$ cat config.mk
export PLATFORM = sky130hd
export DESIGN_NAME = hour_counter_bcd12
export DESIGN_NICKNAME = d
export VERILOG_FILES = /design/src/rtl/hour_counter_bcd12.sv
export SDC_FILE = /design/constraint.sdc
export NUM_CORES = 1
export LEC_CHECK = 0
export CAP_MARGIN = 20
export CORE_MARGIN = 5
export CORE_UTILIZATION = 56
export CTS_CLUSTER_SIZE = 30
export DETAILED_ROUTE_END_ITERATION = 10
export PLACE_DENSITY = 0.88
export SETUP_SLACK_MARGIN = 0.3
export SLEW_MARGIN = 5
export SYNTH_ARGS = -nofsm -noshare
export SYNTH_HDL_FRONTEND = slang
export SYNTH_SLANG_ARGS = --single-unit
$ cat constraint.sdc
create_clock -name clk -period 3.35 [get_ports clk]
set_clock_uncertainty 0.15 [all_clocks]
set_input_delay 1.005 -clock clk [delete_from_list [all_inputs] [get_ports clk]]
set_output_delay 1.005 -clock clk [all_outputs]
set_load 0.03 [all_outputs]
$ cat src/rtl/hour_counter_bcd12.sv
// 12-hour BCD hour counter: advances on minute carry in RUN mode and supports
// inc/dec stepping with hold-to-repeat plus a checked BCD load in SET mode.
//   state  | meaning
//   ST_RUN | counting minute carries, adjust/load inputs ignored
//   ST_SET | minute carries dropped, adjust/load inputs active
module hour_counter_bcd12 #(
  parameter int RESET_HOUR = 12,
  parameter int RPT_DELAY  = 500,
  parameter int RPT_PERIOD = 100,
  parameter int CNT_W      = 16
) (
  input  logic       clk,
  input  logic       rst_n,
  input  logic       min_carry,
  input  logic       set_en,
  input  logic       adj_inc,
  input  logic       adj_dec,
  input  logic       set_valid,
  input  logic [3:0] set_tens,
  input  logic [3:0] set_units,
  output logic [3:0] hour_tens,
  output logic [3:0] hour_units,
  output logic       hour_carry,
  output logic       set_ack,
  output logic       set_err
);

  typedef enum logic {ST_RUN, ST_SET} state_t;

  localparam logic [7:0] RST_BCD = (RESET_HOUR >= 10) ?
                                   {4'd1, 4'(RESET_HOUR - 10)} : {4'd0, 4'(RESET_HOUR)};
  localparam logic [CNT_W-1:0] DELAY_LD  = CNT_W'(RPT_DELAY - 1);
  localparam logic [CNT_W-1:0] PERIOD_LD = CNT_W'(RPT_PERIOD - 1);

  state_t           state;
  logic [7:0]       hour_q;
  logic [CNT_W-1:0] rpt_cnt;
  logic             rpt_active;
  logic             inc_q;
  logic             dec_q;

  logic inc_only;
  logic dec_only;
  logic step_rise;
  logic step_held;

  function automatic logic [7:0] bcd_inc(input logic [7:0] h);
    if (h == 8'h12)      return 8'h01;
    else if (h == 8'h09) return 8'h10;
    else                 return h + 8'h01;
  endfunction

  function automatic logic [7:0] bcd_dec(input logic [7:0] h);
    if (h == 8'h01)      return 8'h12;
    else if (h == 8'h10) return 8'h09;
    else                 return h - 8'h01;
  endfunction

  function automatic logic bcd_legal(input logic [3:0] t, input logic [3:0] u);
    return ((t == 4'd0) && (u >= 4'd1) && (u <= 4'd9)) ||
           ((t == 4'd1) && (u <= 4'd2));
  endfunction

  assign inc_only  = adj_inc & ~adj_dec;
  assign dec_only  = adj_dec & ~adj_inc;
  assign step_rise = (inc_only & ~inc_q) | (dec_only & ~dec_q);
  assign step_held = ((inc_only & inc_q) | (dec_only & dec_q)) & rpt_active;

  assign hour_tens  = hour_q[7:4];
  assign hour_units = hour_q[3:0];

  always_ff @(posedge clk or negedge rst_n) begin
    if (!rst_n) begin
      state      <= ST_RUN;
      hour_q     <= RST_BCD;
      hour_carry <= 1'b0;
      set_ack    <= 1'b0;
      set_err    <= 1'b0;
      rpt_cnt    <= '0;
      rpt_active <= 1'b0;
      inc_q      <= 1'b0;
      dec_q      <= 1'b0;
    end else begin
      hour_carry <= 1'b0;
      set_ack    <= 1'b0;
      set_err    <= 1'b0;
      inc_q      <= adj_inc;
      dec_q      <= adj_dec;
      state      <= set_en ? ST_SET : ST_RUN;

      case (state)
        ST_RUN: begin
          rpt_cnt    <= '0;
          rpt_active <= 1'b0;
          if (min_carry) begin
            hour_q     <= bcd_inc(hour_q);
            hour_carry <= (hour_q == 8'h11);
          end
        end

        ST_SET: begin
          if (set_valid) begin
            if (bcd_legal(set_tens, set_units)) begin
              hour_q  <= {set_tens, set_units};
              set_ack <= 1'b1;
            end else begin
              set_err <= 1'b1;
            end
          end else if (step_rise) begin
            hour_q     <= inc_only ? bcd_inc(hour_q) : bcd_dec(hour_q);
            rpt_cnt    <= DELAY_LD;
            rpt_active <= 1'b1;
          end else if (step_held) begin
            // Terminal count fires a repeat step and reloads the shorter period.
            if (rpt_cnt == '0) begin
              hour_q  <= inc_only ? bcd_inc(hour_q) : bcd_dec(hour_q);
              rpt_cnt <= PERIOD_LD;
            end else begin
              rpt_cnt <= rpt_cnt - CNT_W'(1);
            end
          end else begin
            rpt_cnt    <= '0;
            rpt_active <= 1'b0;
          end

          if (!set_en) begin
            rpt_cnt    <= '0;
            rpt_active <= 1'b0;
          end
        end

        default: state <= ST_RUN;
      endcase
    end
  end

endmodule

==> flow_summary.json, run 1 <==
{
  "comb_power_share_pct": 41.7,
  "max_freq_mhz": 340.8,
  "cts.sinks": 31,
  "synth_largest_area_cell": "dfrtp_1",
  "cts-root-buf": "clkbuf_8",
  "status": "finished, final reports clean",
  "drc": 0,
  "core_um2": 3943,
  "grt_start_max_net_pins": 32,
  "sw_frac_of_total_pct": 40.69,
  "cts_tree": "done",
  "syn-num-nets": 275,
  "leakage_nw": 1.168,
  "numPortBuffers": 25,
  "rsz0062_at_grt": "no",
  "fp.dieH_um": 73.35,
  "vias": 2141,
  "p_per_area_nw_per_um2": 602.3,
  "yosysSeqAreaShare_pct": 34.63,
  "postCtsHoldBufs": 0,
  "layout.cells.non_filler": 341,
  "final_common_cell": "dfrtp_1",
  "die_area_um2": 5379,
  "worstSetupPathType": "in2reg",
  "hold_start": "rpt_cnt[6]",
  "post_cts_buffers": 0,
  "slew_viol_final": 0,
  "dpl.cell_count": 333,
  "fin_setup_tns_ns": 0,
  "hold_class": "reg2reg",
  "cp-end-kind": "flip-flop",
  "num_antenna_cells": 0,
  "core.rowCount": 23,
  "maxCapViolations": 0,
  "cp_max_fo": 5,
  "nets": 311,
  "syn_inst": 254,
  "period_share_pct": 87.59,
  "drtIter0Drc": 210,
  "detail-route-antenna-nets": 0,
  "ctsResizeCount": 0,
  "finalSetupViolations": 0,
  "ir_drop_v": 0.0003993,
  "gr-usage-all-layers_pct": 23.84,
  "dp_hpwl_mm": 4.458,
  "vias_per_cell": 6.279,
  "worstPathRequired_ns": 3.37,
  "drt_first_pass_iters": 4,
  "cts_buffer_depth": 2,
  "synth-main-ff-cell": "dfrtp_1",
  "ctsHtreeMaxLevel": 2,
  "worstSkewPairLatency_ns": 0.28,
  "r2r_setup_slack_ns": 0.55,
  "synth_edf_count": 0,
  "die_w_um": 73.35,
  "hold_depth": 1,
  "clkPwrFrac_pct": 23.4,
  "start_kind": "input port",
  "cts_made_buffers": 5,
  "grt_pass1_vias": 2065,
  "final_core_util_pct": 69.34,
  "place.gp.congestion": 0.9599,
  "reg2reg_to": "hour_q[3]",
  "worstPathCellList": "clkdlybuf4s50_1, or4_1, a2bb2oi_1, a21o_2, inv_1, nor3_2, a22o_1",
  "hold_viol": 0,
  "reg2reg_depth": 8,
  "tightest_slew_ns": 0.6560,
  "grt_pass1_wl_mm": 9.894,
  "layout-drive-gt1-share_pct": 12.71,
  "synth_area_leaders": "dfrtp_1 (32%), nor2_1 (4.5%), o21ai_0 (3.6%), ha_1 (3.3%), nand2_1 (2.8%)",
  "cp_slowest_stage_delay_ns": 0.54,
  "antenna_found_initial": 0,
  "syn_avg_cell_area_um2": 8.847,
  "mostFrequentLayoutCells": "dfrtp_1 (29), nor2_1 (27), clkdlybuf4s50_1 (25)",
  "internal_power_w": 0.0009766,
  "wl_mm": 5.968,
  "syn_area_um2": 2247,
  "timing.rr.start": "rpt_cnt[0]",
  "routedWlPerCell_um": 17.50,
  "ys_ff_latch": 31,
  "synthArstFlopShare_pct": 100.0,
  "yosysTopAreaCellShare_pct": 32.29,
  "io-pin-count": 26,
  "relSlewSlack_pct": 56.17,
  "area_growth_pct": 21.66,
  "yosysWarnings": 0,
  "overflow": 0,
  "synth.distinct_cells": 65,
  "whs_endpoint": "rpt_cnt[6]",
  "clkTransAtPathRegs_ns": 0.07,
  "worst_path_max_delay_cell": "or4_1",
  "arrival_ns": 2.96,
  "pwr-share-seq_pct": 34.9,
  "p_sw_w": 0.0006700,
  "start_util_pct": 57.00,
  "period_needed_ns": 2.934
}
layout make-up:
| cell class | count | area, um^2 |
|---|---|---|
| Multi-Input combinational cell | 207 | 1409 |
| Fill cell | 322 | 1209 |
| Sequential cell | 31 | 778.2 |
| Timing Repair Buffer | 36 | 332.8 |
| Clock buffer | 6 | 82.58 |
| Tap cell | 50 | 62.56 |
| Clock inverter | 2 | 35.03 |
| Inverter | 9 | 33.78 |
per-stage QoR:
stage          setup WS (ns)  hold slack, ns  power, W  instance area, um^2
2_1_floorplan         0.7076          0.3214  0.001005                 2247
3_3_place_gp          0.1710          0.3539  0.001237                 2616
3_5_place_dp          0.1358          0.3605  0.001254                 2616
4_1_cts               0.4297          0.3807  0.001644                 2734
5_1_grt               0.3577          0.4121  0.001739                 2734
6_report              0.4159          0.3794  0.001647                 2734
synthesized netlist by cell type, types with 3 or more instances:
cell	n
nor2b_1	3
nor3_1	11
a31oi_1	6
a21o_1	5
nand3_1	8
or4_1	4
o21ai_0	16
o21a_1	3
xor2_1	5
o31ai_1	3
nor2_1	27
nor3b_1	4
nand2_1	17
and3_1	4
ha_1	6
xnor2_1	7
or3_1	3
o211ai_1	3
nand2b_1	6
or2_2	4
a22o_1	3
clkbuf_1	7
nor4_1	5
dfrtp_1	29
nand4_1	3
a21oi_1	5
inv_1	9
metal layers:
| metal | part of all wire (%) | GRT usage, % | vias to the layer above | routed length, um |
|---|---|---|---|---|
| met1 | 46 | 34.34 | 1020 | 2741 |
| met5 | 0 | 0 | - | 0 |
| met4 | 1.2 | 7.042 | 0 | 69 |
| met3 | 7.6 | 5.335 | 7 | 455 |
| li1 | - | - | 1030 | - |
| met2 | 45 | 35.85 | 84 | 2701 |
power groups by stage:
stage / clock [W] / combinational, W / sequential (W)
floorplan: 0 / 0.000422 / 0.000583
global placement: 0 / 0.000665 / 0.000572
global route: 0.000410 / 0.000739 / 0.000589
CTS: 0.000393 / 0.000683 / 0.000568
detailed placement: 0 / 0.000679 / 0.000576
finish: 0.000385 / 0.000687 / 0.000575
how the worst max path moves through the flow:
stage / startpoint / end / slack, ns / cells past startpoint
floorplan: set_tens[0] / hour_q[5] / 0.71 / 6
global placement: set_tens[0] / hour_q[5] / 0.17 / 7
detailed placement: set_tens[0] / hour_q[5] / 0.14 / 7
CTS: set_tens[0] / hour_q[5] / 0.43 / 7
global route: set_tens[0] / hour_q[5] / 0.36 / 7
finish: set_tens[0] / hour_q[5] / 0.42 / 7
critical path: cells and delay by family:
kind | cells | cell delay (ns)
buffers and inverters | 2 | 0.66
AOI/OAI and AO/OA | 3 | 0.65
and+or+nand+nor | 2 | 0.64
flip-flops by register name, summed over array words and instances (netlist names):
name	cells
set_ack	1
set_err	1
inc_q	1
dec_q	1
hour_carry	1
hour_q	8
state	1
rpt_active	1
rpt_cnt	16
cells by family after synthesis:
group                    Yosys count  synth area share (%)
adder cells (fa/ha/maj)            6                 3.341
XOR/XNOR                          12                 4.677
buffers and inverters             16                 2.673
AND/OR/NAND/NOR                  115                 29.46
AO/OA/AOI/OAI                     71                 23.83
flip-flops                        31                 34.63
multiplexers                       3                 1.392
No activity file was read; power rests on OpenSTA's default activity.
==> run 2: changes to the inputs <==
--- a/config.mk
+++ b/config.mk
@@ -6,6 +6,7 @@
 export NUM_CORES = 1
 export LEC_CHECK = 0
 export CAP_MARGIN = 20
+export CORE_ASPECT_RATIO = 0.8
 export CORE_MARGIN = 5
 export CORE_UTILIZATION = 56
 export CTS_CLUSTER_SIZE = 30
==> flow_summary.json, run 2 (synthesis results as in run 1) <==
{
  "cp_slowest_stage_delay_ns": 0.53,
  "wl_met3_um": 825,
  "drc": 0,
  "highest_layer": "met4",
  "grt_pass1_wl_mm": 10.75,
  "io-pin-count": 26,
  "place.gp.congestion": 1.021,
  "slew_viol_final": 0,
  "layout-drive-gt1-share_pct": 13.61,
  "hold_viol": 0,
  "numPortBuffers": 25,
  "drt_first_pass_iters": 5,
  "postCtsHoldBufs": 0,
  "cts_buffer_depth": 2,
  "start_kind": "input port",
  "mostFrequentLayoutCells": "dfrtp_1 (29), nor2_1 (27), clkdlybuf4s50_1 (25)",
  "die_area_um2": 5388,
  "whs_ns": 0.3667,
  "max_freq_mhz": 339.3,
  "clkTransAtPathRegs_ns": 0.07,
  "cp_max_fo": 5,
  "core_um2": 3829,
  "area_growth_pct": 22.94,
  "crit_buf_inv": 2,
  "hold_class": "reg2reg",
  "leakage_nw": 1.183,
  "gr-usage-all-layers_pct": 26.67,
  "cts_tree": "done",
  "post_cts_buffers": 0,
  "detail-route-antenna-nets": 0,
  "routedWlPerCell_um": 18.45,
  "cts_made_buffers": 5,
  "wl_met2_mm": 2.607,
  "dp_hpwl_mm": 4.767,
  "overflow": 0,
  "cp-end-kind": "flip-flop",
  "fp.dieH_um": 66.66,
  "num_antenna_cells": 0,
  "largestRegisters": "rpt_cnt (16), hour_q (8)",
  "finalSetupViolations": 0,
  "ctsResizeCount": 0,
  "drt-met1-wl_mm": 2.903,
  "largest_reg_flops": 16,
  "fin_setup_tns_ns": 0,
  "final_common_cell": "dfrtp_1",
  "grt_pass1_vias": 2101,
  "vias": 2261,
  "nets": 314,
  "drtIter0Drc": 263,
  "status": "finished, final reports clean",
  "n_fill_cell": 296,
  "ctsHtreeMaxLevel": 2,
  "antenna_found_initial": 0,
  "grt_start_max_net_pins": 32,
  "wl_mm": 6.440,
  "worstPathRequired_ns": 3.37,
  "cts.sinks": 31,
  "vias_per_cell": 6.479,
  "period_needed_ns": 2.947,
  "ir_drop_v": 0.0004302,
  "arrival_ns": 2.97,
  "top_register": "rpt_cnt",
  "rsz0062_at_grt": "no",
  "maxCapViolations": 0,
  "start_util_pct": 58.69,
  "period_share_pct": 87.98,
  "relSlewSlack_pct": 53.04,
  "worst_path_max_delay_cell": "or4_1",
  "worstPathCellList": "clkdlybuf4s50_1, or4_1, a2bb2oi_1, a21o_2, inv_1, nor3_2, a22o_1",
  "cts-root-buf": "clkbuf_8",
  "cp_top_family": "buffers and inverters",
  "worstSetupPathType": "in2reg",
  "p_per_area_nw_per_um2": 609.6,
  "die_w_um": 80.83,
  "tightest_slew_ns": 0.6990,
  "worstSkewPairLatency_ns": 0.28,
  "core.rowCount": 20
}
-- run 2: cell count changes in the layout (fill, tap and decap cells not counted) --
cell   change
buf_4      +3
-- run 2: routing by layer --
layer	global-route usage [%]	vias up
li1	-	1048
met1	38.72	1055
met2	36.48	146
met3	10.27	12
met4	6.962	0
met5	0	-
-- run 2: worst register-to-register path, cell delays in order, from the launching register on --
cell and delay (ns):
dfrtp_1 0.41, inv_1 0.10, ha_1 0.22, or4b_1 0.54
nor4_4 0.55, a211oi_2 0.16, buf_4 0.19, nor3_2 0.29
mux2i_1 0.22
-- run 2: path summary, 6_finish.rpt --
path | startpoint | to | slack [ns] | cells after the start
worst max-delay path | set_tens[0] | hour_q[5] | 0.40 | 7
worst min-delay path | rpt_cnt[6] | rpt_cnt[6] | 0.37 | 1
worst max register to register | rpt_cnt[0] | hour_q[0] | 0.44 | 8
worst min register to register | rpt_cnt[6] | rpt_cnt[6] | 0.37 | 1
max in group asynchronous | rst_n | hour_q[4] | 1.76 | 2
min in group asynchronous | rst_n | hour_q[2] | 0.96 | 2
-- run 2: report_power, final --
group,internal [W],switching [W]
Combinational,0.000313,0.000422
Clock,0.000241,0.000141
Sequential,0.000433,0.000135
Total,0.000986,0.000698
-- run 2: final cells by class --
| class | instances | area, um^2 | area share [%] |
|---|---|---|---|
| inverter | 9 | 33.78 | 1.223 |
| timing repair buffer | 39 | 355.3 | 12.86 |
| clock inverter | 2 | 35.03 | 1.268 |
| sequential | 31 | 778.2 | 28.17 |
| tap | 55 | 68.82 | 2.491 |
| multi-input combinational | 207 | 1409 | 51.00 |
| clock buffer | 6 | 82.58 | 2.989 |
-- run 2: metrics by stage --
stage	area [um^2]	utilization, %	worst slack [ns]	power (W)	cells
floorplan	2247	-	0.7076	0.001005	254
global placement	2645	69.09	0.1884	0.001279	341
detailed placement	2645	69.09	0.1316	0.001276	341
CTS	2763	72.16	0.4292	0.001664	349
global route	2763	72.16	0.3026	0.001772	349
finish	2763	72.16	0.4027	0.001684	349
